### config.mk
export PLATFORM = sky130hd
export DESIGN_NAME = voice_allocator
export DESIGN_NICKNAME = d
export VERILOG_FILES = /design/src/rtl/voice_allocator.sv
export SDC_FILE = /design/constraint.sdc
export NUM_CORES = 1
export LEC_CHECK = 0
export CORE_MARGIN = 4
export CORE_UTILIZATION = 40
export DETAILED_ROUTE_END_ITERATION = 7
export PLACE_DENSITY = 0.65
export SETUP_SLACK_MARGIN = 0.5
export SLEW_MARGIN = 20
export SYNTH_ARGS = -nofsm -noshare
export SYNTH_HDL_FRONTEND = slang
export SYNTH_SLANG_ARGS = --single-unit
### constraint.sdc
create_clock -name clk -period 6.4 [get_ports clk]
set_input_delay 1.28 -clock clk [delete_from_list [all_inputs] [get_ports clk]]
set_output_delay 1.28 -clock clk [all_outputs]
set_load 0.005 [all_outputs]
### src/rtl/voice_allocator.sv
// Voice allocator: maps incoming notes onto a small pool of voices using retrigger, then free, then steal.
// Each voice keeps a beat counter and is released when the count expires.
module voice_allocator #(
  parameter int NUM_VOICES = 3,
  parameter int NOTE_W     = 6,
  parameter int DUR_W      = 6
) (
  input  logic                         clk,
  input  logic                         reset,
  input  logic                         play,
  input  logic [NOTE_W-1:0]            note,
  input  logic [DUR_W-1:0]             duration,
  input  logic                         new_note,
  input  logic                         beat,
  output logic [NUM_VOICES*NOTE_W-1:0] voice_note,
  output logic [NUM_VOICES-1:0]        voice_active,
  output logic [NUM_VOICES-1:0]        voice_load,
  output logic [2:0]                   active_count,
  output logic                         stole
);

  logic [NUM_VOICES-1:0][NOTE_W-1:0] note_q, note_d;
  logic [NUM_VOICES-1:0][DUR_W-1:0]  cnt_q, cnt_d;
  logic [NUM_VOICES-1:0]             active_q, active_d;
  logic [NUM_VOICES-1:0]             load_q, load_d;
  logic [2:0]                        count_q, count_d;
  logic                              stole_q, stole_d;

  logic accept;
  logic hit, found;
  int   sel;

  assign accept = new_note && (note != '0) && (duration != '0);

  // NOTE: every variable gets a default at the top of always_comb so no path can infer a latch.
  always_comb begin
    note_d   = note_q;
    cnt_d    = cnt_q;
    active_d = active_q;
    load_d   = '0;
    stole_d  = 1'b0;
    hit      = 1'b0;
    found    = 1'b0;
    sel      = 0;

    // Beat first, so a voice expiring on this beat is free for a same-cycle allocation.
    if (beat && play) begin
      for (int i = 0; i < NUM_VOICES; i++) begin
        if (active_q[i] && cnt_q[i] != '0) begin
          cnt_d[i] = cnt_q[i] - DUR_W'(1);
          if (cnt_q[i] == DUR_W'(1)) begin
            active_d[i] = 1'b0;
            note_d[i]   = '0;
          end
        end
      end
    end

    // Retrigger matches the voice that held the note going into this cycle.
    for (int i = 0; i < NUM_VOICES; i++) begin
      if (!hit && active_q[i] && note_q[i] == note) begin
        hit = 1'b1;
        sel = i;
      end
    end
    if (!hit) begin
      for (int i = 0; i < NUM_VOICES; i++) begin
        if (!found && !active_d[i]) begin
          found = 1'b1;
          sel   = i;
        end
      end
    end
    if (!hit && !found) begin
      for (int i = 1; i < NUM_VOICES; i++) begin
        if (cnt_d[i] < cnt_d[sel]) sel = i;
      end
    end

    if (accept) begin
      note_d[sel]   = note;
      cnt_d[sel]    = duration;
      active_d[sel] = 1'b1;
      load_d[sel]   = 1'b1;
      stole_d       = !hit && !found;
    end

    count_d = 3'd0;
    for (int i = 0; i < NUM_VOICES; i++) begin
      if (active_d[i]) count_d = count_d + 3'd1;
    end
  end

  // NOTE: the per-voice arrays are small registers, not RAM, so they are all cleared by reset.
  always_ff @(posedge clk or posedge reset) begin
    if (reset) begin
      note_q   <= '0;
      cnt_q    <= '0;
      active_q <= '0;
      load_q   <= '0;
      count_q  <= 3'd0;
      stole_q  <= 1'b0;
    end else begin
      // NOTE: non-blocking assignments keep every register sampling the same pre-edge state.
      note_q   <= note_d;
      cnt_q    <= cnt_d;
      active_q <= active_d;
      load_q   <= load_d;
      count_q  <= count_d;
      stole_q  <= stole_d;
    end
  end

  assign voice_note   = note_q;
  assign voice_active = active_q;
  assign voice_load   = load_q;
  assign active_count = count_q;
  assign stole        = stole_q;

endmodule

==> impl_metrics.env <==
export IMPL_max_slew_margin_rel=0.366
export IMPL_final_nets=491
export IMPL_grt_start_max_net_pins=47
export IMPL_wl_mm=10.0
export IMPL_syn_avg_cell_area_um2=10.1
export IMPL_design_portCount=45
export IMPL_grt_pass1_vias=2953
export IMPL_yosysUniqueCellTypes=46
export IMPL_maxSlewViolCount=0
export IMPL_final_cell_mix="buf_4, dfrtp_1, clkdlybuf4s50_1"
export IMPL_cts_root_buf="clkbuf_8"
export IMPL_initial_utilization=0.413
export IMPL_cts_tree="done"
export IMPL_antenna_found_initial=0
export IMPL_status="complete, no violations"
export IMPL_cts_max_level=2
export IMPL_gp_congestion=0.977
export IMPL_insertedDiodeCount=0
export IMPL_worst_slack_ps=266
export IMPL_drc=0
export IMPL_final_common_cell="buf_4"
export IMPL_num_rows=32
export IMPL_critPathKind="in -> reg"
export IMPL_clockBufferDepth=2
export IMPL_cts_hold_buffers=0
export IMPL_dp_worst_setup_slack_ps=-401
export IMPL_via_per_inst=5.36
export IMPL_dieWidth_um=97.3
export IMPL_fillers=587
export IMPL_syn_cell_area_um2=3190
export IMPL_ff_latch_area_um2=1150
export IMPL_synth_warnings=0
export IMPL_cts_made_buffers=5
export IMPL_worst_slew_pin_slew_ps=950
export IMPL_crit_path_start_kind="input port"
export IMPL_worstPathRequired_ps=6570
export IMPL_worstRegToRegCells=26
export IMPL_grt_usage=0.201
export IMPL_syn_nets=353
export IMPL_port_buffers=44
export IMPL_multi_input_area_um2=2280
export IMPL_drt_pass1_iter_count=4
export IMPL_clock_skew_ps=7.49
export IMPL_drive_gt1_frac=0.423
export IMPL_cp_max_fo=7
export IMPL_cp_data_arrival_time_ps=6300
export IMPL_dieArea_um2=9470
export IMPL_place_inst=516
export IMPL_period_share=0.958
export IMPL_synth_edff_count=0
export IMPL_wire_per_inst_um=18.0
export IMPL_max_freq_mhz=163
export IMPL_setup_viol_count_final=0
export IMPL_cap_viol_max_count=0
export IMPL_synth_seq_cells=46
export IMPL_dr_first_iter_drc_count=126
export IMPL_clk_pin_slew_ps=90
export IMPL_ant_nets=0
export IMPL_synthCells=317
export IMPL_min_period_ps=6130
export IMPL_finalHoldViolCount=0
export IMPL_dp_hpwl_mm=7.06
export IMPL_async_reset_ff_frac=1.00
export IMPL_rsz0062_at_grt="yes"
export IMPL_critPathCaptureType="register"
export IMPL_hp_class="reg -> reg"
export IMPL_area_delta_synth_final_pct=55.4
export IMPL_grt_pass1_wl_mm=15.2
export IMPL_insertion_delay_ps=310
export IMPL_clkSinkCount=46
export IMPL_dieHeight_um=97.3
export IMPL_synthFlopType="dfrtp_1"
export IMPL_overflow=0
export IMPL_vias=2991
export IMPL_core_um2=7730
export IMPL_instances_no_fill=558
export IMPL_seq_area_frac_synth=0.361
export IMPL_hold_path_depth=2
Yosys cell counts (2+ instances only):
cell type,count,area [um2]
buf_6,2,22.5
mux2_2,15,169
and3_1,2,12.5
ha_1,19,238
mux2i_1,27,270
nand3_1,9,45.0
o41ai_4,2,55.1
or2_2,4,25.0
nor3_1,10,50.1
xnor2_1,20,175
buf_4,2,15.0
nor4b_1,2,17.5
nor2_1,23,86.3
dfrtp_1,46,1150
nor4_1,7,43.8
or3_1,2,12.5
or4_1,3,22.5
a21oi_1,17,85.1
a21o_1,5,37.5
nand2_1,32,120
inv_1,19,71.3
or4_4,2,22.5
mux2_4,2,30.0
clkbuf_1,2,7.51
o21ai_0,5,25.0
nand4_1,4,25.0
xor2_1,14,123
o211a_1,2,20.0
cell type report:
class | count | share of cell area
multi-input cells | 246 | 0.461
clock inverters | 3 | 0.00883
well taps | 102 | 0.0257
flip-flops and latches | 46 | 0.232
inverters | 19 | 0.0144
clock buffers | 5 | 0.0139
repair buffers | 137 | 0.244
sequential cells by signal, summed over array words and instances, names as in the netlist:
signal,count
stole,1
voice_active,3
cnt_q,18
voice_load,3
active_count,3
voice_note,18
layer usage:
layer  up-vias  global-route usage  part of all wire
li1       1399                   -                 -
met1      1474               0.285              0.43
met2        96               0.324              0.47
met3        22              0.0223             0.070
met4         0              0.0564             0.023
met5         -                   0                 0
what timing repair did:
action / in CTS / in global routing
resized for setup: 77 / 39
pin swaps: 39 / 28
buffers inserted: 21 / 13
endpoints found under the setup margin: 44 / 42
worst max-delay path, cell delays in order:
cell and delay [ps]:
buf_12 110, xnor2_2 150, nand4_1 150, or4_4 600
nand2_4 90, or2_4 150, mux2_4 320, mux2i_1 140
ha_1 290, buf_6 140, a21oi_4 150, o21ai_4 70
buf_6 130, buf_4 150, o221ai_4 160, a21o_4 210
mux2i_1 210, ha_1 260, and3_4 190, a221oi_2 250
o21ai_1 100, a21o_1 220, inv_2 90, a211oi_4 60
or2_4 240, ha_4 220, xor2_1 160
per-stage QoR:
stage                     area (um2)  utilization  hold slack (ps)  setup TNS, ps
after global routing            4960        0.642              591              0
after detailed placement        4250        0.550              561         -13290
after global placement          4250        0.550              551          -9820
final                           4960        0.642              581              0
after floorplan                 3310            -              549              0
after CTS                       4700        0.608              580              0
cell families (layout without fill, tap and decap cells):
group                      Yosys count  in the layout  synth area share
muxes                               44             44             0.147
DFF                                 46             46             0.361
buffers and inverters               25            164            0.0365
AOI/OAI and AO/OA                   43             43             0.121
and+or+nand+nor                    106            106             0.167
adders and majority gates           19             19            0.0745
xor gates and xnor gates            34             34            0.0933
worst paths after layout:
kind	endpoint	startpoint	slack, ps
max in group asynchronous	cnt_q[11]	reset	4310
hold / removal	voice_note[1]	voice_note[1]	580
setup reg to reg	active_count[0]	cnt_q[16]	550
setup / recovery	active_count[0]	note[4]	270
min in group asynchronous	voice_load[0]	reset	1500
hold reg to reg	voice_note[1]	voice_note[1]	580
Power is not shown: default switching activity piles up to over one toggle a cycle in this logic, so the estimate is an artifact.
